<file path="config.mk">
export PLATFORM = sky130hd
export DESIGN_NAME = sobel_window_3x3
export DESIGN_NICKNAME = d
export VERILOG_FILES = /design/src/rtl/sobel_window_3x3.sv
export SDC_FILE = /design/constraint.sdc
export NUM_CORES = 1
export LEC_CHECK = 0
export CAP_MARGIN = 10
export CORE_ASPECT_RATIO = 1.2
export CORE_MARGIN = 5
export CORE_UTILIZATION = 30
export CTS_CLUSTER_DIAMETER = 150
export DETAILED_ROUTE_END_ITERATION = 8
export PLACE_DENSITY = 0.49
export SYNTH_ARGS = -nofsm -noshare
export SYNTH_HDL_FRONTEND = slang
export SYNTH_SLANG_ARGS = --single-unit
</file>
<file path="constraint.sdc">
create_clock -name clk -period 15.1 [get_ports clk]
set_clock_uncertainty 0.05 [all_clocks]
set_input_delay 3.02 -clock clk [delete_from_list [all_inputs] [get_ports clk]]
set_output_delay 3.02 -clock clk [all_outputs]
set_load 0.01 [all_outputs]
</file>
<file path="src/rtl/sobel_window_3x3.sv">
// 3x3 Sobel gradient window over a raster pixel stream, two line buffers, two-stage pipeline.
// Define SOBEL_THRESH_EN to binarize the magnitude against THRESH instead of saturating it.
module sobel_window_3x3 #(
    parameter int unsigned IMG_W  = 64,
    parameter int unsigned IMG_H  = 32,
    parameter int unsigned THRESH = 64
) (
    input  logic       clk,
    input  logic       reset,
    input  logic [7:0] pix_in,
    input  logic       pix_in_valid,
    input  logic       sof,
    output logic [7:0] pix_out,
    output logic       pix_out_valid,
    output logic       frame_done,
    output logic       busy
);

    localparam int unsigned CW = $clog2(IMG_W);
    localparam int unsigned RW = $clog2(IMG_H);

    if (IMG_W < 3 || IMG_H < 3 || THRESH > 255) begin : g_param_check
        $error("sobel_window_3x3: IMG_W/IMG_H must be >= 3 and THRESH must fit in 8 bits");
    end

    typedef enum logic [1:0] {StIdle, StFill, StRun, StDone} state_e;

    state_e          state_q, state_d;
    logic [CW-1:0]   col_q, col_d;
    logic [RW-1:0]   row_q, row_d;
    logic            s1_valid_q, s1_valid_d;
    logic            out_valid_d;
    logic            done_d;

    // lb0 holds line r-2, lb1 holds line r-1 at the column being written.
    logic [7:0]      lb0 [IMG_W];
    logic [7:0]      lb1 [IMG_W];
    logic [7:0]      win_q [3][3];
    logic [7:0]      win_d [3][3];

    logic            restart;
    logic            accept;
    logic [CW-1:0]   pos_col;
    logic [RW-1:0]   pos_row;
    logic            last_col;
    logic            last_row;

    logic [10:0]     gx_pos, gx_neg, gy_pos, gy_neg;
    logic [10:0]     gx_d, gy_d;
    logic [10:0]     gx_q, gy_q;
    logic [10:0]     abs_gx, abs_gy;
    logic [10:0]     mag;
    logic [7:0]      pix_out_d;

    assign restart  = pix_in_valid && sof;
    assign accept   = restart || (pix_in_valid && (state_q == StFill || state_q == StRun));
    assign pos_col  = restart ? '0 : col_q;
    assign pos_row  = restart ? '0 : row_q;
    assign last_col = (pos_col == CW'(IMG_W - 1));
    assign last_row = (pos_row == RW'(IMG_H - 1));
    assign busy     = (state_q == StFill) || (state_q == StRun);

    // Window as it will look once the incoming pixel has been shifted in.
    always_comb begin
        for (int i = 0; i < 3; i++) begin
            win_d[i][0] = win_q[i][1];
            win_d[i][1] = win_q[i][2];
        end
        win_d[0][2] = lb0[pos_col];
        win_d[1][2] = lb1[pos_col];
        win_d[2][2] = pix_in;
    end

    // Sums are at most 1020, so the 11-bit wrapped difference is the exact signed result.
    always_comb begin
        gx_pos = {3'b000, win_d[0][2]} + {2'b00, win_d[1][2], 1'b0} + {3'b000, win_d[2][2]};
        gx_neg = {3'b000, win_d[0][0]} + {2'b00, win_d[1][0], 1'b0} + {3'b000, win_d[2][0]};
        gy_pos = {3'b000, win_d[2][0]} + {2'b00, win_d[2][1], 1'b0} + {3'b000, win_d[2][2]};
        gy_neg = {3'b000, win_d[0][0]} + {2'b00, win_d[0][1], 1'b0} + {3'b000, win_d[0][2]};
        gx_d   = gx_pos - gx_neg;
        gy_d   = gy_pos - gy_neg;
    end

    always_comb begin
        state_d    = state_q;
        col_d      = col_q;
        row_d      = row_q;
        s1_valid_d = 1'b0;
        done_d     = 1'b0;

        if (accept) begin
            col_d = last_col ? '0 : pos_col + 1'b1;
            row_d = last_col ? pos_row + 1'b1 : pos_row;
        end

        if (restart) begin
            state_d = StFill;
        end else begin
            unique case (state_q)
                StIdle: ;
                StFill: begin
                    if (pix_in_valid && pos_row == RW'(2) && pos_col == '0) begin
                        state_d = StRun;
                    end
                end
                StRun: begin
                    if (pix_in_valid) begin
                        s1_valid_d = (pos_col >= CW'(2));
                        if (last_row && last_col) begin
                            state_d = StDone;
                            col_d   = '0;
                            row_d   = '0;
                        end
                    end
                end
                StDone: begin
                    if (!s1_valid_q) begin
                        state_d = StIdle;
                        done_d  = 1'b1;
                    end
                end
                default: state_d = StIdle;
            endcase
        end
    end

    // A restart discards the result still sitting in stage 1.
    assign out_valid_d = s1_valid_q && !restart;

    always_comb begin
        abs_gx = gx_q[10] ? (~gx_q + 11'd1) : gx_q;
        abs_gy = gy_q[10] ? (~gy_q + 11'd1) : gy_q;
        mag    = abs_gx + abs_gy;
`ifdef SOBEL_THRESH_EN
        pix_out_d = (mag >= 11'(THRESH)) ? 8'hFF : 8'h00;
`else
        pix_out_d = (mag > 11'd255) ? 8'hFF : mag[7:0];
`endif
    end

    always_ff @(posedge clk) begin
        if (reset) begin
            state_q       <= StIdle;
            col_q         <= '0;
            row_q         <= '0;
            s1_valid_q    <= 1'b0;
            pix_out       <= 8'h00;
            pix_out_valid <= 1'b0;
            frame_done    <= 1'b0;
        end else begin
            state_q       <= state_d;
            col_q         <= col_d;
            row_q         <= row_d;
            s1_valid_q    <= s1_valid_d;
            pix_out_valid <= out_valid_d;
            frame_done    <= done_d;
            if (out_valid_d) begin
                pix_out <= pix_out_d;
            end
        end
    end

    // Datapath storage carries no reset; validity is tracked by the flags above.
    always_ff @(posedge clk) begin
        if (accept) begin
            lb0[pos_col] <= lb1[pos_col];
            lb1[pos_col] <= pix_in;
            win_q        <= win_d;
            gx_q         <= gx_d;
            gy_q         <= gy_d;
        end
    end

endmodule
</file>
# Word level (Yosys, flattened, before mapping)
# Memory sizes are Yosys's and may differ from the RTL's.
# Index checks and enable logic that the tools add are counted.
# Widths: inputs -> output; s select.
[totals]
register_bits = 94
latchBits = 0
mem_bits_rw = 1024
romBits = 0
out_inout_bits = 11
wordCells = 97
n_memories = 2
[op_classes]
addsub = 15
multipliers = 0
div = 0
order_cmp = 2
eq_ne = 14
shifts = 0
mux = 26
bitwise_logic = 5
n_reduce_logical = 17
[mem_list]
columns = ["memory", "words", "word_bits", "read_ports", "rd_clocked_by_memory_dff", "write_ports", "line_no", "rtl"]
rows = [
  ["lb0", 64, 8, 1, 0, 1, "36", "logic [7:0] lb0 [IMG_W];"],
  ["lb1", 64, 8, 1, 0, 1, "37", "logic [7:0] lb1 [IMG_W];"],
]
[op_table]
columns = ["cell", "n"]
rows = [
  ["$add 10x8->11", 4],
  ["$mux 6", 7],
  ["$add 8x9->10", 4],
  ["$mux 5", 7],
  ["$add 11x1->11 const B", 2],
  ["$mux 11", 2],
  ["$not 11->11", 2],
  ["$sub 11x11->11", 2],
  ["$add 11x11->11", 1],
  ["$gt 11x8->1 const B", 1],
  ["$reduce_and 5->1", 2],
  ["$mux 2", 4],
  ["$mux 8", 1],
  ["$add 6x1->6 const B", 1],
  ["$eq 6x6->1 const B", 1],
  ["$ge 6x2->1 const B", 1],
  ["$logic_and 1x1->1", 6],
  ["$logic_not 6->1", 1],
  ["$ne 3x2->1 const B", 2],
  ["$ne 3x3->1 const B", 2],
  ["$pmux 2 s3", 1],
  ["$add 5x1->5 const B", 1],
  ["$eq 5x2->1 const B", 1],
  ["$eq 5x5->1 const B", 1],
  ["13 further kinds", 22],
]

# Longest topological paths before layout
[depth]
ltp_word = 9
depth_mapped = 27
mapped_depth_nobuf = 22

# Worst setup path after synthesis
# No wires, ideal clock.
[synth_timing]
path_kind = "input to register"
start = "in pix_in_valid"
end = "reg gx_q[10], data pin"
arrival_time_ps = 11363
setup_slack_ps = 3541
cell_stages = 24
cell_sequence = "buf_4 > a21bo_2 > buf_4 > or2_1 > buf_4 > buf_4 > buf_2 > o22ai_1 > nor4_1 > a211oi_1 > nor4_1 > fa_1 > inv_1 > fa_1 > fa_1 > inv_1 > ha_1 > a21o_1 > a21oi_1 > o21bai_1 > a21oi_1 > o21ai_0 > a21o_1 > a21oi_1"
[synth_rtl]
columns = ["element", "line_no", "rtl"]
rows = [
  ["start: declaration", "11", "input logic pix_in_valid,"],
  ["end signal: assignment", "169", "gx_q <= gx_d;"],
  ["end: declaration", "50", "logic [10:0] gx_q, gy_q;"],
]

==> flow_summary_export.csv <==
group,metric,value,unit
run_status,status,"complete, no violations",
sta,period_share,0.661,
job,max_cap_violations,0,
synthesis,post_synth_and_or_nand_nor_area_fraction,0.0444,
synthesis,synth_fp_nets,2744,
global_route,via_count_of_the_first_global_routing_pass,24983,
synthesis,synth_largest_area_cell,"sky130_fd_sc_hd__edfxtp_1",
detailed_routing,drt-pass1-iter-count,6,
synthesis,synth_adder_area_share,0.0422,
floorplan,floorplan.rows,153,
worst_hold_path,worst_hold_startpoint,"win_d[38]",
clock_tree,hold_buffers,0,
sta,fin_tns_setup,0,ns
placement,dp_worst_setup_slack,4.33,ns
clock_tree,clock_path_buffers,3,
synthesis,post_synth_xor_area_fraction,0.00806,
worst_setup_path,cp_data_arrival_time,10.48,ns
worst_setup_path,endpoint_kind_of_the_worst_setup_timing_path,"flop",
floorplan,starting_utilization_of_the_core_area,0.301,
clock_tree,ctsResizeCount,0,
synthesis,synth_enable_flop_cells,1094,
sta,max-slew-margin-rel,0.229,
sta,final.setup.worst_slack,5.13,ns
clock_tree,htree_num_levels,3,
global_route,grt_first_pass_wirelength,186000,microns
cells_and_area,final_net_count,2868,
clock_tree,clock_sinks,1118,
power,power.switching,0.00224,W
detailed_routing,drc_errors,0,
synthesis,ys_top_cells_by_area,"sky130_fd_sc_hd__edfxtp_1, sky130_fd_sc_hd__o22ai_1, sky130_fd_sc_hd__fa_1",
global_route,antenna_found_initial,6,
floorplan,io_pins,23,
global_route,global_router_s_overall_resource_usage,0.168,
synthesis,muxShareOfSynthArea,0.00319,
worst_hold_path,min-delay-path-class,"flop to flop",
floorplan,floorplan.die.height,427,microns
worst_setup_path,worst_ep_required_time,15.61,ns
worst_setup_path,startpoint,"pix_in_valid",
worst_setup_path,nature_of_the_critical_path_startpoint,"input pin",
synthesis,synthesis.area_per_instance,16.6,sq um
worst_hold_path,hold-path-endpoint,"win_d[46]",
synthesis,synth_seq_cells,1118,
clock_tree,cts_made_buffers,108,
synthesis,netlist_instances,2623,
worst_setup_path,timing.reg2reg.setup_slack,7.21,ns
placement,gpl.final_weighted_congestion,0.807,
detailed_routing,routed_wl,130000,microns
synthesis,synth.most_common_cell,"sky130_fd_sc_hd__edfxtp_1",
worst_setup_path,path_max_fanout,43,
power,power_switching_share,0.279,
cells_and_area,drive_above_1_share,0.130,
clock_tree,clk_transition_reported_paths,0.06,ns
synthesis,synth_cell_types,70,
sta,clock.fmax,100,MHz
power,ir_drop,0.000113,V
worst_setup_path,r2r-start,"col_q[1]",
power,p_per_area,161,mW/mm^2
detailed_routing,wl_per_cell,27.3,microns
clock_tree,cts_tree,"done",
worst_setup_path,critical_path_class,"input pin to flop",
global_route,grt_overflow,0,
sta,final_period_minus_worst_setup_slack,9.97,ns
power,p_leak,15.7,nW
placement,post-dp-hpwl,78200,microns
placement,port-buffer-count,22,
sta,hold_viol_final,0,
power,seq_power_share,0.460,
detailed_routing,antenna_violating_nets_post_route,0,
synthesis,synth_compound_area_frac,0.111,
detailed_routing,drt-initial-drc-count,2480,
synthesis,synth.yosys.warnings,0,
floorplan,design.die.area,0.153,sq mm
cells_and_area,post_layout_instance_area,0.0500,sq mm
global_route,largest_net_degree_at_the_start_of_global_routing,100,
cells_and_area,final_design_utilization,0.346,
synthesis,postSynth.asyncResetShare,0,
sta,grt_setup_unrepaired,"false",
worst_setup_path,r2r-end,"gx_q[10]",
power,clock_power_share,0.328,
power,part_of_the_power_in_combinational_logic,0.212,
worst_setup_path,worst-r2r-cell-count,21,
sta,slew_violations,0,
synthesis,synth.cells.most_frequent,"sky130_fd_sc_hd__edfxtp_1, sky130_fd_sc_hd__o22ai_1, sky130_fd_sc_hd__nor2_1, sky130_fd_sc_hd__inv_1, sky130_fd_sc_hd__o221ai_1",
synthesis,synth_seq_area_share,0.766,
cells_and_area,fin_cells,4770,
cells_and_area,syn2layout_area_growth,15.0,%
power,power_report.internal_total,0.00579,W
detailed_routing,routed_via_density,5.22,
clock_tree,clockRootBuffer,"sky130_fd_sc_hd__clkbuf_16",
floorplan,fp.coreArea,0.145,sq mm
sta,tightest_slew,1.15,ns
synthesis,synth_top_family_by_area,"compound AO/OA/AOI/OAI gates",
sta,timing.final.setup_violations,0,
synthesis,yosys_most_used_dff,"sky130_fd_sc_hd__edfxtp_1",
clock_tree,clk_latency,0.73,ns
detailed_routing,dr_total_vias,24893,
clock_tree,cts_setup_buffers,0,
synthesis,mappedNetlistArea,0.0435,sq mm
floorplan,die-width,358,microns
synthesis,synth_top_cell_area_share,0.755,
placement,numPlacedInstances,4574,
placement,post_dp_cell_area,0.0466,sq mm
worst_hold_path,min_delay_path_depth,0,
==> logic make-up after synthesis <==
family	count (synthesis)
flip-flops	1118
adder cells (fa/ha/maj)	109
buffers and inverters	231
AO/OA/AOI/OAI	695
multiplexers	13
XOR/XNOR	40
AND/OR/NAND/NOR	417
==> worst max-delay path by stage <==
stage | cells after the start | endpoint | slack [ns]
3_3_place_gp | 22 | gx_q[9] | 4.41
3_5_place_dp | 24 | gx_q[10] | 4.33
6_report | 22 | gx_q[10] | 5.13
2_1_floorplan | 24 | gx_q[10] | 3.54
4_1_cts | 24 | gx_q[10] | 5.07
5_1_grt | 25 | gx_q[9] | 4.74
==> metrics by stage <==
stage,total power (W),hold slack [ns]
after floorplan,0.00500,0.350
after global placement,0.00549,0.351
after detailed placement,0.00550,0.355
after CTS,0.00812,0.369
after global routing,0.00845,0.372
final,0.00803,0.367
==> state kept, by name, indices dropped and copies added, names as in the netlist <==
name,flops
gx_q,11
win_d,48
gy_q,11
s1_valid_q,1
row_q,5
pix_out_valid,1
frame_done,1
state_q,2
lb1,512
col_q,6
lb0,512
pix_out,8
==> power by group through the flow <==
stage	sequential, W	combinational, W	clock, W
final	0.00369	0.00170	0.00264
after global routing	0.00370	0.00193	0.00282
after CTS	0.00370	0.00174	0.00268
after detailed placement	0.00376	0.00173	0
after global placement	0.00376	0.00173	0
after floorplan	0.00375	0.00125	0
==> per-layer routing <==
layer / GRT usage / wire [microns]
met1: 0.219 / 53800
met2: 0.291 / 65200
met3: 0.0253 / 7700
met4: 0.0510 / 3740
met5: 0 / 0
==> cell type report <==
type | count | area, sq um
Fill cell | 13766 | 94500
Sequential cell | 1118 | 33300
Multi-Input combinational cell | 1274 | 9290
Clock buffer | 140 | 2930
Tap cell | 1937 | 2420
Timing Repair Buffer | 154 | 1200
Clock inverter | 55 | 473
Inverter | 91 | 342
Antenna cell | 1 | 2.50
==> cell usage in the layout (no fill, tap or decap), drive strengths merged, types with 7 or more instances in the layout <==
master         synthesis  layout
a211oi                11      11
a21o                   9       9
a21oi                 54      54
a221oi                12      12
a22o                   8       8
a22oi                 17      17
a31oi                 20      20
buf                  101     140
clkbuf                39     140
clkdlybuf4s50          0      14
clkinv                 0      38
clkinvlp               0       8
dfxtp                 24      24
edfxtp              1094    1094
fa                    63      63
ha                    46      46
inv                   91      94
mux2                   7       7
nand2                 51      51
nand2b                 8       8
nand3                 14      14
nor2                 193     193
nor3                  77      77
nor4                  32      32
o2111ai               11      11
o21ai                 43      43
o221ai                78      78
o22a                  67      67
o22ai                321     321
o31ai                  8       8
or2                    8       8
or3                    9       9
xnor2                 30      30
xor2                  10      10
==> critical path, cell delays in order <==
cell                              delay (ns)
sky130_fd_sc_hd__clkdlybuf4s50_1        0.57
sky130_fd_sc_hd__nand2_1                0.76
sky130_fd_sc_hd__and2_4                 0.42
sky130_fd_sc_hd__buf_4                  0.59
sky130_fd_sc_hd__buf_4                  0.45
sky130_fd_sc_hd__o22ai_1                0.14
sky130_fd_sc_hd__nor3_1                 0.73
sky130_fd_sc_hd__o22ai_1                0.19
sky130_fd_sc_hd__nor4_2                 0.47
sky130_fd_sc_hd__buf_4                  0.23
sky130_fd_sc_hd__fa_1                   0.41
sky130_fd_sc_hd__inv_1                  0.09
sky130_fd_sc_hd__fa_1                   0.40
sky130_fd_sc_hd__fa_1                   0.49
sky130_fd_sc_hd__inv_1                  0.04
sky130_fd_sc_hd__ha_1                   0.31
sky130_fd_sc_hd__a21oi_1                0.24
sky130_fd_sc_hd__o21bai_1               0.09
sky130_fd_sc_hd__a21oi_1                0.23
sky130_fd_sc_hd__o21ai_0                0.18
sky130_fd_sc_hd__a21o_1                 0.20
sky130_fd_sc_hd__a21oi_1                0.14
(Power assumes the default switching activity.)
